### src/rtl/rv_pc_pkg.sv
// Shared types and widths for the next-PC generation stage.
package rv_pc_pkg;

    localparam int PC_W       = 32;
    localparam int INSN_BYTES = 4;
    localparam int CNT_W      = 16;

    typedef enum logic [1:0] {
        RUN    = 2'd0,
        BUBBLE = 2'd1,
        HALT   = 2'd2
    } pc_state_e;

endpackage

### src/rtl/next_pc_target.sv
// Redirect target computation for branch/JAL/JALR plus the alignment check.
module next_pc_target
    import rv_pc_pkg::*;
(
    input  logic            is_jalr,
    input  logic [PC_W-1:0] ex_pc,
    input  logic [PC_W-1:0] imm,
    input  logic [PC_W-1:0] rs1,
    output logic [PC_W-1:0] target,
    output logic            misaligned
);

    logic [PC_W-1:0] relTarget;
    logic [PC_W-1:0] regTarget;

    always_comb begin
        relTarget = ex_pc + imm;
        regTarget = (rs1 + imm) & ~{{(PC_W-1){1'b0}}, 1'b1};
        target    = is_jalr ? regTarget : relTarget;
        // JALR clears bit 0 itself, so only bit 1 can misalign it
        misaligned = is_jalr ? regTarget[1] : (relTarget[1] | relTarget[0]);
    end

endmodule

### src/rtl/next_pc_unit.sv
// Fetch PC generator: sequential advance, EX-stage redirects with flush, misalignment trap.
module next_pc_unit
    import rv_pc_pkg::*;
#(
    parameter logic [31:0] RESET_PC = 32'h0000_0000
)
(
    input  logic        clk,
    input  logic        rst_n,
    input  logic        BrE,
    input  logic        is_branch,
    input  logic        is_jal,
    input  logic        is_jalr,
    input  logic [31:0] ex_pc,
    input  logic [31:0] imm,
    input  logic [31:0] rs1,
    input  logic        stall,
    input  logic        if_ready,
    output logic [31:0] pc,
    output logic        pc_valid,
    output logic        flush,
    output logic        misalign,
    output logic [31:0] bad_target,
    output logic [15:0] redirect_count
);

    pc_state_e       state_q, state_d;
    logic [PC_W-1:0] pc_q, pc_d;
    logic [PC_W-1:0] badTarget_q, badTarget_d;
    logic [CNT_W-1:0] redirectCount_q, redirectCount_d;
    logic            pcValid_q, pcValid_d;

    logic            taken;
    logic [PC_W-1:0] target;
    logic            targetMisaligned;

    assign taken = (is_branch & BrE) | is_jal | is_jalr;

    next_pc_target u_target (
        .is_jalr    (is_jalr),
        .ex_pc      (ex_pc),
        .imm        (imm),
        .rs1        (rs1),
        .target     (target),
        .misaligned (targetMisaligned)
    );

    always_ff @(posedge clk) begin
        if (!rst_n) begin
            state_q         <= RUN;
            pc_q            <= RESET_PC;
            badTarget_q     <= '0;
            redirectCount_q <= '0;
            pcValid_q       <= 1'b0;
        end else begin
            state_q         <= state_d;
            pc_q            <= pc_d;
            badTarget_q     <= badTarget_d;
            redirectCount_q <= redirectCount_d;
            pcValid_q       <= pcValid_d;
        end
    end

    // A redirect beats stall and if_ready; advance only once a request is actually valid
    always_comb begin
        state_d         = state_q;
        pc_d            = pc_q;
        badTarget_d     = badTarget_q;
        redirectCount_d = redirectCount_q;
        case (state_q)
            RUN: begin
                if (taken && targetMisaligned) begin
                    state_d     = HALT;
                    badTarget_d = target;
                end else if (taken) begin
                    state_d = BUBBLE;
                    pc_d    = target;
                    if (redirectCount_q != '1) begin
                        redirectCount_d = redirectCount_q + CNT_W'(1);
                    end
                end else if (pcValid_q && if_ready && !stall) begin
                    pc_d = pc_q + PC_W'(INSN_BYTES);
                end
            end
            BUBBLE:  state_d = RUN;
            HALT:    state_d = HALT;
            default: state_d = RUN;
        endcase
        pcValid_d = (state_d == RUN);
    end

    always_comb begin
        flush    = 1'b0;
        misalign = 1'b0;
        if (rst_n && state_q == RUN && taken) begin
            flush    = 1'b1;
            misalign = targetMisaligned;
        end
    end

    assign pc             = pc_q;
    assign pc_valid       = pcValid_q;
    assign bad_target     = badTarget_q;
    assign redirect_count = redirectCount_q;

endmodule

### config.mk
export PLATFORM = sky130hd
export DESIGN_NAME = next_pc_unit
export DESIGN_NICKNAME = d
export VERILOG_FILES = /design/src/rtl/rv_pc_pkg.sv /design/src/rtl/next_pc_target.sv /design/src/rtl/next_pc_unit.sv
export SDC_FILE = /design/constraint.sdc
export NUM_CORES = 1
export LEC_CHECK = 0
export BUFFER_PORTS_ARGS = -buffer_cell sky130_fd_sc_hd__buf_4
export CORE_AREA = 8 8 160 132
export CTS_BUF_LIST = sky130_fd_sc_hd__clkbuf_16
export DETAILED_ROUTE_END_ITERATION = 16
export DIE_AREA = 0 0 168 140
export MAX_ROUTING_LAYER = met4
export SYNTH_ARGS = -nofsm -noshare
export SYNTH_HDL_FRONTEND = slang
export SYNTH_SLANG_ARGS = --single-unit
### constraint.sdc
create_clock -name clk -period 3.1 [get_ports clk]
set_clock_uncertainty 0.05 [all_clocks]
set_input_delay 0.155 -clock clk [delete_from_list [all_inputs] [get_ports clk]]
set_output_delay 0.155 -clock clk [all_outputs]
set_load 0.005 [all_outputs]
==> run_results.csv <==
group,metric,value,unit
clock_network,cts_tree,"done",
synthesis,ys_top_cells_by_area,"dfxtp_1 23%, ha_1 11%, a21oi_1 5.8%",
die,rows,45,
synthesis,avgSynthCellArea,7.55,um2
synthesis,muxShareOfSynthArea,2.10,%
clock_network,clk_pin_slew,0.07,ns
placed_design,gp_congestion,0.922,
timing,setup_tns,0,ns
critical_path,startpoint_type,"input pin",
clock_network,clock-sinks,83,
synthesis,yosysTopAreaCellShare,22.8,%
clock_network,clock_path_buffers,2,
route,drt-pass1-iter-count,4,
synthesis,synth_edf_count,0,
power_and_ir_drop,power_density,430,nW/um2
die,die_area,23500,um2
synthesis,synth-xor-area-share,7.71,%
clock_network,cts_resized,0,
timing,timing.slew.headroom,49.1,%
clock_network,cts_inserted_buffers,9,
synthesis,synth_top_flop_cell,"dfxtp_1",
finish,antenna_cells,0,
global_routing,antenna_found_initial,0,
synthesis,synth_compound_area_share,29.3,%
synthesis,syn_nets,1132,
timing,grt_setup_unrepaired,"no",
synthesis,ys_seq_elements,83,
clock_network,hold_buffers,0,
global_routing,grt_pass1_wl,40900,um
global_routing,grt_util_met2,32.6,%
clock_network,cts_setup_buffers,0,
synthesis,synth-simple-area-share,23.7,%
placed_design,place_area,9180,um2
synthesis,synth_top_family_by_area,"compound AO/OA/AOI/OAI gates",
finish,final_util,51.0,%
die,ios,187,
global_routing,grt-busiest-layer,"met2",
die,die_h,140,um
global_routing,grt.met3_usage,3.59,%
die,initial_utilization,39.3,%
clock_network,ctsHtreeMaxLevel,3,
finish,syn2layout_area_growth,29.9,%
synthesis,synth_area,7270,um2
global_routing,overflow,0,
critical_path,cp.arrival,2.93,ns
route,via_per_inst,5.63,
route,wl_per_cell,18.7,um
finish,final_cell_mix,"227 x buf_4, 109 x nor2_1, 103 x nand2_1",
finish,final_nets,1336,
run,cap_violations,0,
critical_path,cp_slowest_cell,"fa_1",
route,drc,0,
power_and_ir_drop,ir_worst_vdd,0.239,mV
placed_design,io_buffer_count,186,
clock_network,worstSkewPairLatency,0.34,ns
timing,timing.final.hold_violations,0,
critical_path,worstPathCellList,"buf_4 -> inv_1 -> fa_1 -> nand2b_1 -> a21oi_1 -> o32ai_2 -> o41ai_4 -> buf_4 -> a21oi_1 -> o21bai_1 -> xor2_1 -> a21oi_1 -> buf_4 -> o22ai_1",
global_routing,grt_util_met1,30.8,%
route,drt_iter0_markers,489,
power_and_ir_drop,finalPower,4.06,mW
global_routing,grt_usage,22.0,%
hold_path,holdCritPathClass,"in -> reg",
placed_design,place_hpwl,21700,um
synthesis,synthCells,963,
hold_path,worstHoldStart,"imm[31]",
timing,fin_crit_sh,89.2,%
route,totalWireLength,26400,um
route,vias,7918,
placed_design,dp.cells,1391,
critical_path,crit_type,"in -> reg",
timing,fmax,362,MHz
critical_path,reg2reg_depth,8,
finish,final_area,9450,um2
finish,layout_commonest_cell,"buf_4",
timing,slew_viol_final,0,
critical_path,crit_fanout,3,
synthesis,synth_largest_area_cell,"dfxtp_1",
critical_path,worstPathRequired,3.27,ns
critical_path,crit_start,"imm[1]",
critical_path,reg2reg_from,"pc[9]",
synthesis,async_reset_ff_share,0,%
global_routing,grt_pass1_vias,7471,
synthesis,ys_warn_count,0,
die,die_width,168,um
global_routing,grt_max_degree,39,
finish,layout-drive-gt1-share,22.9,%
timing,tightest_slew,0.760,ns
hold_path,min_path_cells,4,
finish,layout.cells.non_filler,1407,
critical_path,worstSetupEndpointType,"flop",
power_and_ir_drop,power.leakage,4.24,nW
route,ant_nets,0,
synthesis,yosys.area_share.adder,11.4,%
critical_path,max_stage_delay,0.43,ns
synthesis,synth-seq-area-share,22.8,%
die,core,18500,um2
synthesis,synthDistinctLibCells,80,
timing,min_period,2.76,ns
clock_network,cts_root_buf,"clkbuf_16",
outcome,status,"complete, no violations",
timing,setup_violations,0,
==> through the flow <==
stage               hold WS (ns)  worst slack (ns)
global route               0.212             0.196
global placement           0.391            0.0954
detailed placement         0.412            0.0177
floorplan                  0.389             0.462
finish                     0.203             0.336
CTS                        0.193             0.364
==> report_power, final <==
group | internal [mW] | switching, mW
clock network | 0.538 | 0.442
logic | 0.806 | 0.948
registers | 1.20 | 0.126
==> logic make-up after synthesis <==
group	after synthesis
DFF	83
AOI/OAI and AO/OA	313
adders and majority gates	65
and+or+nand+nor	367
xor gates and xnor gates	64
muxes	15
buffers and inverters	56
==> layer usage <==
layer,part of all wire [%],up-vias
met1,49,3626
li1,-,3984
met3,6.0,26
met2,43,282
met4,1.6,0
met5,0,-
==> cells in the mapped netlist (13+ instances only) <==
master,number
a211oi_1,22
a21o_1,22
a21oi_1,84
a31oi_1,16
and3_1,15
clkbuf_1,31
dfxtp_1,83
ha_1,63
inv_1,19
mux2i_1,13
nand2_1,103
nand3_1,37
nand4_1,19
nor2_1,109
nor3_1,24
o21a_1,14
o21ai_0,57
xnor2_1,37
xor2_1,27
==> cell type report <==
type / count / area (um2)
well taps: 235 / 294
clock buffers: 9 / 225
repair buffers: 229 / 1740
fillers: 1877 / 9080
clock inverters: 7 / 45.0
multi-input cells: 824 / 5400
flip-flops and latches: 83 / 1660
inverters: 20 / 75.1
==> path summary, 6_finish.rpt <==
check / slack, ns / end
max: 0.34 / pc[20]
min: 0.20 / pc[31]
max reg2reg: 0.41 / pc[25]
min reg2reg: 0.41 / bad_target[0]
==> state kept, by name (all words and copies together) (netlist names) <==
| name | count |
|---|---|
| state_q | 2 |
| pc_valid | 1 |
| bad_target | 32 |
| redirect_count | 16 |
| pc | 32 |
==> worst max-delay path: cells and delay by family <==
kind	cells	cell delay (ns)
buffers and inverters	4	0.56
xor gates and xnor gates	1	0.13
AOI/OAI and AO/OA	7	1.47
and+or+nand+nor	1	0.18
adders and majority gates	1	0.43
(Power assumes the default switching activity.)
